--- config.mk ---
export PLATFORM = sky130hd
export DESIGN_NAME = dmem_access_unit
export DESIGN_NICKNAME = d
export VERILOG_FILES = /design/src/rtl/dmem_access_unit.sv
export SDC_FILE = /design/constraint.sdc
export NUM_CORES = 1
export LEC_CHECK = 0
export ABC_AREA = 1
export CORE_ASPECT_RATIO = 0.9
export CORE_MARGIN = 2
export CORE_UTILIZATION = 37
export DETAILED_ROUTE_END_ITERATION = 8
export HOLD_SLACK_MARGIN = 0.05
export PLACE_DENSITY = 0.93
export SLEW_MARGIN = 5
export SYNTH_ARGS = -nofsm -noshare
export SYNTH_HDL_FRONTEND = slang
export SYNTH_SLANG_ARGS = --single-unit
--- constraint.sdc ---
create_clock -name clk -period 2.2 [get_ports clk]
set_input_delay 0.66 -clock clk [delete_from_list [all_inputs] [get_ports clk]]
set_output_delay 0.66 -clock clk [all_outputs]
set_load 0.02 [all_outputs]
--- src/rtl/dmem_access_unit.sv ---
// M-stage data-memory access unit: req/gnt/rvalid handshake, pipeline stall,
// wait-cycle timeout and the W-stage writeback registers.
`timescale 1ns/1ps
module dmem_access_unit #(
  parameter int unsigned DPW     = 32,
  parameter int unsigned TIMEOUT = 16
) (
  input  logic           clk,
  input  logic           arst_n,
  input  logic           regwriteM,
  input  logic           resultsrcM,
  input  logic           memwriteM,
  input  logic [DPW-1:0] aluresultM,
  input  logic [DPW-1:0] Rd2M,
  input  logic [4:0]     RdM,
  output logic           dmem_req_o,
  output logic           dmem_we_o,
  output logic [DPW-1:0] dmem_addr_o,
  output logic [DPW-1:0] dmem_wdata_o,
  input  logic           dmem_gnt_i,
  input  logic           dmem_rvalid_i,
  input  logic [DPW-1:0] dmem_rdata_i,
  output logic           stallM_o,
  output logic           regwriteW,
  output logic [DPW-1:0] resultW,
  output logic [4:0]     RdW,
  output logic           misalign_o,
  output logic           err_o
);

  localparam int unsigned CW = 8;
  localparam logic [CW-1:0] CNT_LAST = CW'(TIMEOUT - 1);

  typedef enum logic [1:0] {IDLE, REQ, RESP} state_t;

  state_t        state, state_nx;
  logic [CW-1:0] cnt;

  logic mem_op, is_store, aligned, timeout_hit;
  logic issue, pass, mis, done_store, done_load, abort, bubble;

  assign mem_op      = memwriteM | resultsrcM;
  assign is_store    = memwriteM;
  assign aligned     = (aluresultM[1:0] == 2'b00);
  assign timeout_hit = (state != IDLE) && (cnt == CNT_LAST);

  // Next state and per-cycle action; completion always wins over timeout.
  always_comb begin
    state_nx   = state;
    issue      = 1'b0;
    pass       = 1'b0;
    mis        = 1'b0;
    done_store = 1'b0;
    done_load  = 1'b0;
    abort      = 1'b0;
    bubble     = 1'b0;
    case (state)
      IDLE: begin
        if (!mem_op) begin
          pass = 1'b1;
        end else if (!aligned) begin
          mis = 1'b1;
        end else begin
          issue = 1'b1;
          if (dmem_gnt_i && is_store) begin
            done_store = 1'b1;
          end else begin
            bubble   = 1'b1;
            state_nx = dmem_gnt_i ? RESP : REQ;
          end
        end
      end
      REQ: begin
        issue = 1'b1;
        if (dmem_gnt_i && is_store) begin
          done_store = 1'b1;
          state_nx   = IDLE;
        end else if (timeout_hit) begin
          abort    = 1'b1;
          state_nx = IDLE;
        end else begin
          bubble = 1'b1;
          if (dmem_gnt_i) state_nx = RESP;
        end
      end
      RESP: begin
        if (dmem_rvalid_i) begin
          done_load = 1'b1;
          state_nx  = IDLE;
        end else if (timeout_hit) begin
          abort    = 1'b1;
          state_nx = IDLE;
        end else begin
          bubble = 1'b1;
        end
      end
      default: state_nx = IDLE;
    endcase
  end

  // Request is suppressed while reset is held so nothing leaks onto the bus.
  assign dmem_req_o   = issue & arst_n;
  assign dmem_we_o    = dmem_req_o & memwriteM;
  assign dmem_addr_o  = aluresultM;
  assign dmem_wdata_o = Rd2M;
  assign stallM_o     = bubble;

  // State, wait counter, fault pulses and W-stage registers.
  always_ff @(posedge clk or negedge arst_n) begin
    if (!arst_n) begin
      state      <= IDLE;
      cnt        <= '0;
      regwriteW  <= 1'b0;
      resultW    <= '0;
      RdW        <= '0;
      misalign_o <= 1'b0;
      err_o      <= 1'b0;
    end else begin
      state      <= state_nx;
      cnt        <= (state == IDLE) ? '0 : cnt + CW'(1);
      misalign_o <= mis;
      err_o      <= abort;
      if (pass) begin
        regwriteW <= regwriteM;
        resultW   <= aluresultM;
        RdW       <= RdM;
      end else if (done_store) begin
        regwriteW <= 1'b0;
        RdW       <= RdM;
      end else if (done_load) begin
        regwriteW <= regwriteM;
        resultW   <= dmem_rdata_i;
        RdW       <= RdM;
      end else begin
        regwriteW <= 1'b0;
      end
    end
  end

endmodule

==> metrics.yaml <==
slew_headroom_pct: 56.43
worstSetupEndpointType: "output pin"
place.port_buffers: 150
final.min_clock_period_ps: 2334
core_area_um2: 8648
skew_ps: 9.359
io_pins: 215
root_buffer: "sky130_fd_sc_hd__clkbuf_8"
place_congestion: 0.8619
worst_hold_margin_ps: 534.7
timing.final.ws_setup_ps: -134.0
setup_viol: 2
area_growth_syn_to_layout_pct: 49.81
static-leakage-power_nw: 2.427
avgSynthCellArea_um2: 7.924
grt_first_pass_wirelength_mm: 14.49
cts_max_level: 2
number_of_storage_elements_in_the_synthesis_netlist: 50
die_width_um: 104.0
worst_setup_path_start_kind: "flip-flop"
critical_path_required_ps: 1540
timing.setup.tns_ps: -215.4
row_count: 32
report.final.hold_viol_count: 0
outcome: "finished with violations"
gr-total-overflow: 0
setup.worst_path.start: "state[1]"
powerDensity_nw_per_um2: 1076
final_max_slew_viol_count: 0
worst_r2r_path_depth: 9
syn_area_um2: 3328
n_fill_cell: 754
min-delay-path-class: "reg2reg"
crit_type: "reg2out"
holdCritStartpoint: "resultW[5]"
mean_number_of_vias_per_cell: 4.516
failed_checks: "setup timing"
synth.lib_cells_used.distinct: 28
wl_mm: 9.465
pin_count_of_the_biggest_net_entering_global_routing: 51
synth-edff-count: 0
post_route_cells_drive_above_1_share_pct: 28.06
syn_nets: 533
drc: 0
post_dp_cell_area_um2: 4751
netlist.area_leader.share_pct: 37.59
cts_tree: "built"
initial_core_util_pct: 38.48
multi_input_comb_area_um2: 1350
antenna_violations_before_repair: 0
drtAntennaViolNets: 0
diodes: 0
fin_nets: 668
worst-endpoint-arrival_ps: 1670
synth_most_common_cell: "sky130_fd_sc_hd__nand2_1"
synth.top_cells.by_area: "sky130_fd_sc_hd__dfrtp_1 38%, sky130_fd_sc_hd__buf_4 14%, sky130_fd_sc_hd__nand2_1 14%"
max-clock-path-buffers: 2
detail_route.iter0.violations: 97
register_area_um2: 1251
synthArstFlopShare_pct: 100.0
hold_depth: 2
placedCellCount: 656
final_min_period_over_clock_period_pct: 106.1
cts.sinks: 50
design.die.area_um2: 9771
clk-insertion-delay-late_ps: 300
first_global_vias: 3091
grt_setup_unrepaired: "true"
tightest_slew_ps: 653.6
dr.pass1.iters: 4
wl_per_cell_um: 14.02
max-vdd-ir-drop_v: 0.0004891
max_freq_mhz: 428.5
timing.critical_path.fanout_max: 2
synth_seq_area_share_pct: 37.59
grt_util_all_layers_pct: 18.57
hpwl_mm: 7.174
number_of_clock_buffers_inserted_by_tritoncts: 5
critical_path.reg2reg.startpoint: "state[1]"
mapped_cells: 420
postSynth.topFlopCell: "sky130_fd_sc_hd__dfrtp_1"
max_cap_violations: 0
post_route_non_filler_standard_cell_count: 675
synth-warning-count: 0
floorplan.die.height_um: 93.98
worst_setup_hold_path_clk_slew_ps: 100
num_vias: 3048
final_design_area_no_fill_um2: 4986
synth.largest_area_cell: "sky130_fd_sc_hd__dfrtp_1"
ys_top_cells_by_count: "120 x sky130_fd_sc_hd__nand2_1, 64 x sky130_fd_sc_hd__buf_4, 50 x sky130_fd_sc_hd__dfrtp_1, 50 x sky130_fd_sc_hd__inv_1, 32 x sky130_fd_sc_hd__o21ai_2"
final_core_area_utilization_pct: 57.65
==> worst paths after layout <==
| check | endpoint | slack, ps |
|---|---|---|
| hold reg to reg | resultW[5] | 530 |
| hold / removal | resultW[5] | 530 |
| max in group asynchronous | resultW[7] | 1180 |
| setup / recovery | stallM_o | -130 |
| min in group asynchronous | cnt[3] | 560 |
| setup reg to reg | RdW[1] | 350 |
==> layout make-up <==
cell class	instances	area share (%)
well taps	119	2.986
multi-input cells	238	27.08
clock inverters	2	0.2509
flip-flops and latches	50	25.09
repair buffers	207	38.72
inverters	53	4.216
clock buffers	6	1.656
==> per-layer routing <==
metal  vias up  global-route usage, %  wire, µm
met1      1406                  19.88      3633
met3        32                  4.924       631
li1       1481                      -         -
met5         -                      0         0
met4         0                  7.095       253
met2       129                  35.14      4946
==> critical path, stage by stage (launching register included) <==
cell and delay, ps:
sky130_fd_sc_hd__dfrtp_1 410, sky130_fd_sc_hd__inv_2 100, sky130_fd_sc_hd__buf_6 110, sky130_fd_sc_hd__ha_4 150, sky130_fd_sc_hd__inv_4 40, sky130_fd_sc_hd__nor2_4 110, sky130_fd_sc_hd__nand2_2 90, sky130_fd_sc_hd__a31oi_4 220
sky130_fd_sc_hd__buf_6 140
==> layout by cell type, fill, tap and decap left out, types with 8 or more instances in the layout <==
master	n
sky130_fd_sc_hd__o21ai_2	32
sky130_fd_sc_hd__nand3_1	8
sky130_fd_sc_hd__dfrtp_1	50
sky130_fd_sc_hd__buf_4	53
sky130_fd_sc_hd__nand2_1	116
sky130_fd_sc_hd__nand2_2	32
sky130_fd_sc_hd__o21ai_0	12
sky130_fd_sc_hd__dlygate4sd2_1	31
sky130_fd_sc_hd__inv_1	45
sky130_fd_sc_hd__nor2_1	10
sky130_fd_sc_hd__clkdlybuf4s50_1	110
==> cells by family (layout without fill, tap and decap cells) <==
group | Yosys count | after routing | synth area share (%)
compound gates | 53 | 53 | 12.07
fa+ha+maj | 5 | 5 | 1.880
buf+inv | 132 | 268 | 24.51
flops | 50 | 50 | 37.59
simple gates | 180 | 180 | 23.95
==> state kept, by name (all words and copies together), names as in the netlist <==
name / cells
err_o: 1
resultW: 32
cnt: 8
state: 2
regwriteW: 1
RdW: 5
misalign_o: 1
==> what timing repair did <==
item	CTS	global route
hold buffers	0	0
pin swaps	7	9
setup endpoints to repair	35	7
resized for setup	68	19
setup buffers	2	9
==> stage by stage <==
step | power, mW | setup slack [ps]
finish | 5.364 | -134.0
global route | 5.712 | -200.9
CTS | 5.280 | -239.7
detailed placement | 4.668 | -824.8
global placement | 4.558 | -765.4
floorplan | 3.377 | 15.28
==> report_power, final <==
group          internal, mW  switching, mW  total [mW]
registers              1.29          0.213        1.51
clock network         0.254          0.315       0.569
logic                  1.56           1.73        3.29
No activity file was read; power rests on OpenSTA's default activity.
